<file path="config.mk">
export PLATFORM = sky130hd
export DESIGN_NAME = ones_zeros_pattern_gen_flat
export DESIGN_NICKNAME = d
export VERILOG_FILES = /design/src/rtl/ones_zeros_pattern_gen_if.sv /design/src/rtl/ones_zeros_pattern_gen.sv /design/src/flat_wrapper.sv
export SDC_FILE = /design/constraint.sdc
export NUM_CORES = 1
export LEC_CHECK = 0
export ABC_AREA = 0
export CAP_MARGIN = 40
export CORE_ASPECT_RATIO = 1.25
export CORE_MARGIN = 3
export CORE_UTILIZATION = 47
export DETAILED_ROUTE_END_ITERATION = 10
export GPL_TIMING_DRIVEN = 0
export HOLD_SLACK_MARGIN = 0.12
export PLACE_DENSITY = 0.74
export SYNTH_ARGS = -nofsm -noshare
export SYNTH_HDL_FRONTEND = slang
export SYNTH_SLANG_ARGS = --single-unit
</file>
<file path="constraint.sdc">
create_clock -name clk -period 1.3 [get_ports clk]
set_input_delay 0.26 -clock clk [delete_from_list [all_inputs] [get_ports clk]]
set_output_delay 0.26 -clock clk [all_outputs]
set_load 0.02 [all_outputs]
</file>
<file path="src/rtl/ones_zeros_pattern_gen_if.sv">
// Request/serial-output bundle for ones_zeros_pattern_gen.
// The master drives requests. The slave, which is the generator, drives the serial word and its counts.
interface ones_zeros_pattern_gen_if #(
    parameter int unsigned CW = 4
);
    logic          req_valid;
    logic [CW-1:0] ones_req;
    logic          req_ready;
    logic          serial_out;
    logic          out_valid;
    logic          done;
    logic [CW-1:0] ones_cnt;
    logic [CW-1:0] zeros_cnt;
    logic [CW-1:0] diff;

    modport master (
        output req_valid,
        output ones_req,
        input  req_ready,
        input  serial_out,
        input  out_valid,
        input  done,
        input  ones_cnt,
        input  zeros_cnt,
        input  diff
    );

    modport slave (
        input  req_valid,
        input  ones_req,
        output req_ready,
        output serial_out,
        output out_valid,
        output done,
        output ones_cnt,
        output zeros_cnt,
        output diff
    );
endinterface

</file>
<file path="src/rtl/ones_zeros_pattern_gen.sv">
// Serial word generator. An N-bit word holds K ones in its LSBs and is shifted out MSB-first.
// The block counts the ones and zeros it emits and reports |ones - zeros| when the word finishes.
module ones_zeros_pattern_gen #(
    parameter int unsigned N  = 8,
    parameter int unsigned CW = 4
) (
    input logic                      clk,
    input logic                      rst,
    ones_zeros_pattern_gen_if.slave  bus
);

    typedef enum logic [1:0] {StIdle, StShift, StDone} state_e;

    localparam logic [CW-1:0] NCw   = CW'(N);
    localparam logic [CW-1:0] NLast = CW'(N - 1);
    localparam logic [CW:0]   NWide = (CW + 1)'(N);

    state_e        state_q, state_d;
    logic [N-1:0]  shreg_q, shreg_d;
    logic [CW-1:0] idx_q, idx_d;
    logic [CW-1:0] k_q, k_d;
    logic [CW-1:0] ones_q, ones_d;
    logic [CW-1:0] zeros_q, zeros_d;
    logic [CW-1:0] diff_q, diff_d;

    logic          accept;
    logic          last_bit;
    logic [CW-1:0] k_sat;
    logic [N-1:0]  load_word;
    logic [CW:0]   twice_k;
    logic [CW-1:0] final_diff;

    assign accept    = (state_q == StIdle) && bus.req_valid;
    assign last_bit  = (state_q == StShift) && (idx_q == NLast);
    assign k_sat     = (bus.ones_req > NCw) ? NCw : bus.ones_req;
    // Shifting all-ones left by K leaves K zeros at the bottom. Inverting gives K ones in the LSBs.
    assign load_word = ~({N{1'b1}} << k_sat);

    // |K - (N - K)| == |2K - N|. The larger value is chosen first, so the subtraction never underflows.
    assign twice_k    = {k_q, 1'b0};
    assign final_diff = (twice_k >= NWide) ? CW'(twice_k - NWide) : CW'(NWide - twice_k);

    // State register
    always_ff @(posedge clk or posedge rst) begin
        if (rst) begin
            state_q <= StIdle;
        end else begin
            state_q <= state_d;
        end
    end

    // Next-state logic
    always_comb begin
        state_d = state_q;
        unique case (state_q)
            StIdle:  if (bus.req_valid) state_d = StShift;
            StShift: if (last_bit) state_d = StDone;
            StDone:  state_d = StIdle;
            default: state_d = StIdle;
        endcase
    end

    // Output logic
    always_comb begin
        bus.req_ready  = (state_q == StIdle);
        bus.out_valid  = (state_q == StShift);
        bus.done       = (state_q == StDone);
        bus.serial_out = (state_q == StShift) && shreg_q[N-1];
        bus.ones_cnt   = ones_q;
        bus.zeros_cnt  = zeros_q;
        bus.diff       = diff_q;
    end

    // Datapath next-state
    always_comb begin
        shreg_d = shreg_q;
        idx_d   = idx_q;
        k_d     = k_q;
        ones_d  = ones_q;
        zeros_d = zeros_q;
        diff_d  = diff_q;
        if (accept) begin
            k_d     = k_sat;
            shreg_d = load_word;
            idx_d   = '0;
            ones_d  = '0;
            zeros_d = '0;
            diff_d  = '0;
        end else if (state_q == StShift) begin
            shreg_d = shreg_q << 1;
            idx_d   = idx_q + 1'b1;
            if (shreg_q[N-1]) begin
                ones_d = ones_q + 1'b1;
            end else begin
                zeros_d = zeros_q + 1'b1;
            end
            if (last_bit) begin
                diff_d = final_diff;
            end
        end
    end

    always_ff @(posedge clk or posedge rst) begin
        if (rst) begin
            shreg_q <= '0;
            idx_q   <= '0;
            k_q     <= '0;
            ones_q  <= '0;
            zeros_q <= '0;
            diff_q  <= '0;
        end else begin
            shreg_q <= shreg_d;
            idx_q   <= idx_d;
            k_q     <= k_d;
            ones_q  <= ones_d;
            zeros_q <= zeros_d;
            diff_q  <= diff_d;
        end
    end

    // Every finished word has emitted exactly N bits in total.
    a_done_total: assert property (@(posedge clk) disable iff (rst)
        (state_q == StDone) |-> (CW'(ones_q + zeros_q) == NCw));

    a_idle_quiet: assert property (@(posedge clk) disable iff (rst)
        (state_q != StShift) |-> !bus.serial_out);

endmodule

</file>
<file path="src/flat_wrapper.sv">
// flat-port wrapper written by rule: the top's interface ports become plain ports
module ones_zeros_pattern_gen_flat 
#(
    parameter int unsigned N  = 8,
    parameter int unsigned CW = 4
)
  (clk, rst, bus_req_valid, bus_ones_req, bus_req_ready, bus_serial_out, bus_out_valid, bus_done, bus_ones_cnt, bus_zeros_cnt, bus_diff);
  ones_zeros_pattern_gen_if #(.CW(CW)) bus_i ();
  input logic clk;
  input logic rst;
  input wire logic [$bits(bus_i.req_valid)-1:0] bus_req_valid;
  input wire logic [$bits(bus_i.ones_req)-1:0] bus_ones_req;
  output wire logic [$bits(bus_i.req_ready)-1:0] bus_req_ready;
  output wire logic [$bits(bus_i.serial_out)-1:0] bus_serial_out;
  output wire logic [$bits(bus_i.out_valid)-1:0] bus_out_valid;
  output wire logic [$bits(bus_i.done)-1:0] bus_done;
  output wire logic [$bits(bus_i.ones_cnt)-1:0] bus_ones_cnt;
  output wire logic [$bits(bus_i.zeros_cnt)-1:0] bus_zeros_cnt;
  output wire logic [$bits(bus_i.diff)-1:0] bus_diff;
  assign bus_i.req_valid = bus_req_valid;
  assign bus_i.ones_req = bus_ones_req;
  assign bus_req_ready = bus_i.req_ready;
  assign bus_serial_out = bus_i.serial_out;
  assign bus_out_valid = bus_i.out_valid;
  assign bus_done = bus_i.done;
  assign bus_ones_cnt = bus_i.ones_cnt;
  assign bus_zeros_cnt = bus_i.zeros_cnt;
  assign bus_diff = bus_i.diff;
  ones_zeros_pattern_gen #(.N(N), .CW(CW)) u_core (.clk(clk), .rst(rst), .bus(bus_i));
endmodule
</file>
==> reports/metrics.cfg <==
[global_route]
grt.overflow.total = 0
grt-busiest-layer = met2
grt_max_degree = 23
use_met2 = 0.423
use_met1 = 0.256
grt_pass1_wl_um = 6490
grt_pass1_vias = 1331
grt_usage = 0.228
antenna_found_initial = 0
met3_usage = 0.0453

[floorplan]
rows = 21
io_pins = 23
dieArea_um2 = 3800
die_w_um = 55.8
initial_core_util = 0.518
die_h_um = 68.2
core_area_um2 = 2810

[clock_tree]
clkLatencyLatePin_ns = 0.33
cts_sinks = 29
htree_levels = 2
clkTransAtPathRegs_ns = 0.09
holdBufCountCts = 0
cts_tree = yes
numCtsBuffers = 5
clk_path_buf_depth = 2
cts-root-buf = clkbuf_4

[route]
avgViaCountPerCell = 5.93
dr_total_vias = 1424
drt_iter0_drc = 69
drc = 0
wl_um = 4240
first_pass_iters = 4
detail-route-antenna-nets = 0
post_drt_wl_per_cell_um = 17.7

[setup_path]
cp-end-kind = output pin
cpMostUsedCell = buf_6
cp-startpoint = u_core.state_q[1]
rr_worst_depth = 6
critPathKind = reg2out
slowest_delay_ns = 0.38
path_depth = 4
crit_buf_inv = 3
crit_slowest_cell = dfrtp_1
r2r_slack_ns = -0.14
path_delay_family = flip-flops
rr_startpoint = u_core.state_q[1]
reg2reg_to = u_core.bus.zeros_cnt[2]
critPathMaxFanout = 5
arrival_ns = 1.23
endpoint = bus_serial_out
required_ns = 1.04
crit_chain = buf_6, nand3b_1, inv_1, buf_6
critPathLaunchType = flop

[synthesis]
synth-main-ff-cell = dfrtp_1
async_flop_share = 1.00
synth_edf_count = 0
avgSynthCellArea_um2 = 9.64
ys_types = 40
seq_area_frac_synth = 0.499
synth_seq_cells = 29
yosysWarnings = 0
syn_inst = 151
syn_area_um2 = 1460
syn-num-nets = 162

[sta]
finalSetupViolations = 23
rsz0062_at_grt = yes
fin_hold_ws_ns = 0.210
final_max_slew_viol_count = 0
min_period_ns = 1.49
finalHoldViolCount = 0
max_freq_mhz = 672
fin_crit_sh = 1.15
setup_ws_ns = -0.189
clock_skew_ns = 0.0114

[placed_design]
routabilityCongestion = 0.812
port-buffer-count = 21
placed_area_um2 = 1740
dp_hpwl_um = 2240

[power_and_ir_drop]
power.total_uw = 5090
power.leakage_uw = 0.00101
max-vdd-ir-drop_mv = 1.57
powerDensity_nw_per_um2 = 2350

[finish]
finalNetCount = 217
final_cell_mix = dfrtp_1 (29), buf_4 (22), buf_6 (13), nand2_1 (13), nor2_1 (11)
layout-drive-gt1-share = 0.398
final_util = 0.772
design_area_um2 = 2170
synthToLayoutAreaGrowth_pct = 49.1
diodes = 0
layout_commonest_cell = dfrtp_1

[outcome]
status = finished with violations
violations = negative setup slack

[run]
cap_violations = 0

[worst_hold_path]
hold_path.class = in2async

==> layer usage <==
layer / part of all wire / wire length [um]
met5: 0 / 0
met4: 0.044 / 185
met3: 0.068 / 288
met2: 0.52 / 2190
met1: 0.37 / 1580
==> synthesized netlist by cell type (3+ instances only) <==
master,number,share of area
dfrtp_1,29,0.50
nand2_1,17,0.044
a21oi_1,15,0.052
nor2_1,13,0.034
o21ai_0,10,0.034
inv_1,8,0.021
nand3_1,7,0.024
buf_2,5,0.017
ha_1,4,0.034
nand3b_1,4,0.021
mux2i_1,3,0.021
==> worst min path at each step <==
stage / endpoint / depth (start not counted) / startpoint / slack, ns
after detailed placement: u_core.shreg_q[6] / 2 / u_core.shreg_q[6] / 0.49
final: u_core.bus.zeros_cnt[2] / 2 / rst / 0.21
after floorplan: u_core.bus.diff[1] / 1 / rst / 0.34
after global routing: u_core.bus.zeros_cnt[1] / 2 / rst / 0.23
after global placement: u_core.shreg_q[6] / 2 / u_core.shreg_q[6] / 0.47
after CTS: u_core.bus.zeros_cnt[2] / 2 / rst / 0.21
==> cell type report <==
cell class	instances	area, um^2
multi-input combinational	105	769
buffer	9	109
clock buffer	7	55.1
fill	175	642
tap	34	42.5
inverter	8	37.5
timing repair buffer	48	430
sequential	29	726
==> kinds of logic (layout without fill, tap and decap cells) <==
logic type,Yosys count,count (layout),share of synthesized area
other cells,1,1,0.00258
buf+inv,17,72,0.0559
simple gates,57,57,0.218
flops,29,29,0.499
mux,3,3,0.0206
xor+xnor,4,4,0.0241
fa+ha+maj,4,4,0.0344
compound gates,36,36,0.146
==> power breakdown <==
part	switching, uW	total [uW]	leakage (uW)	internal [uW]
Combinational	1500	2920	0.000608	1430
Sequential	296	1600	0.000367	1300
Clock	313	568	0.0000314	255
Total	2110	5090	0.00101	2990
==> worst register-to-register path, delay by kind of cell, from the launching register on <==
family,cells,cell delay (ns)
buffers and inverters,3,0.41
AND/OR/NAND/NOR,2,0.39
flip-flops,1,0.38
XOR/XNOR,1,0.16
==> stage by stage <==
| step | std cells | worst slack [ns] | setup TNS, ns |
|---|---|---|---|
| floorplan | 151 | -0.0290 | -0.0290 |
| global placement | 206 | -0.604 | -19.79 |
| detailed placement | 207 | -0.613 | -12.78 |
| CTS | 231 | -0.185 | -1.28 |
| global route | 240 | -0.255 | -3.21 |
| finish | 240 | -0.189 | -1.57 |
==> registers in the layout, summed over array words and instances (netlist names) <==
signal	cells
u_core.idx_q	4
u_core.bus.zeros_cnt	4
u_core.bus.ones_cnt	4
u_core.state_q	2
u_core.bus.diff	3
u_core.k_q	4
u_core.shreg_q	8
==> repair_timing <==
item / in CTS / in global routing
gates resized for setup: 85 / 32
pin swaps: 15 / 13
gates cloned: 0 / 0
setup buffers: 17 / 9
setup endpoints to repair: 38 / 41
No activity file was read; power rests on OpenSTA's default activity.
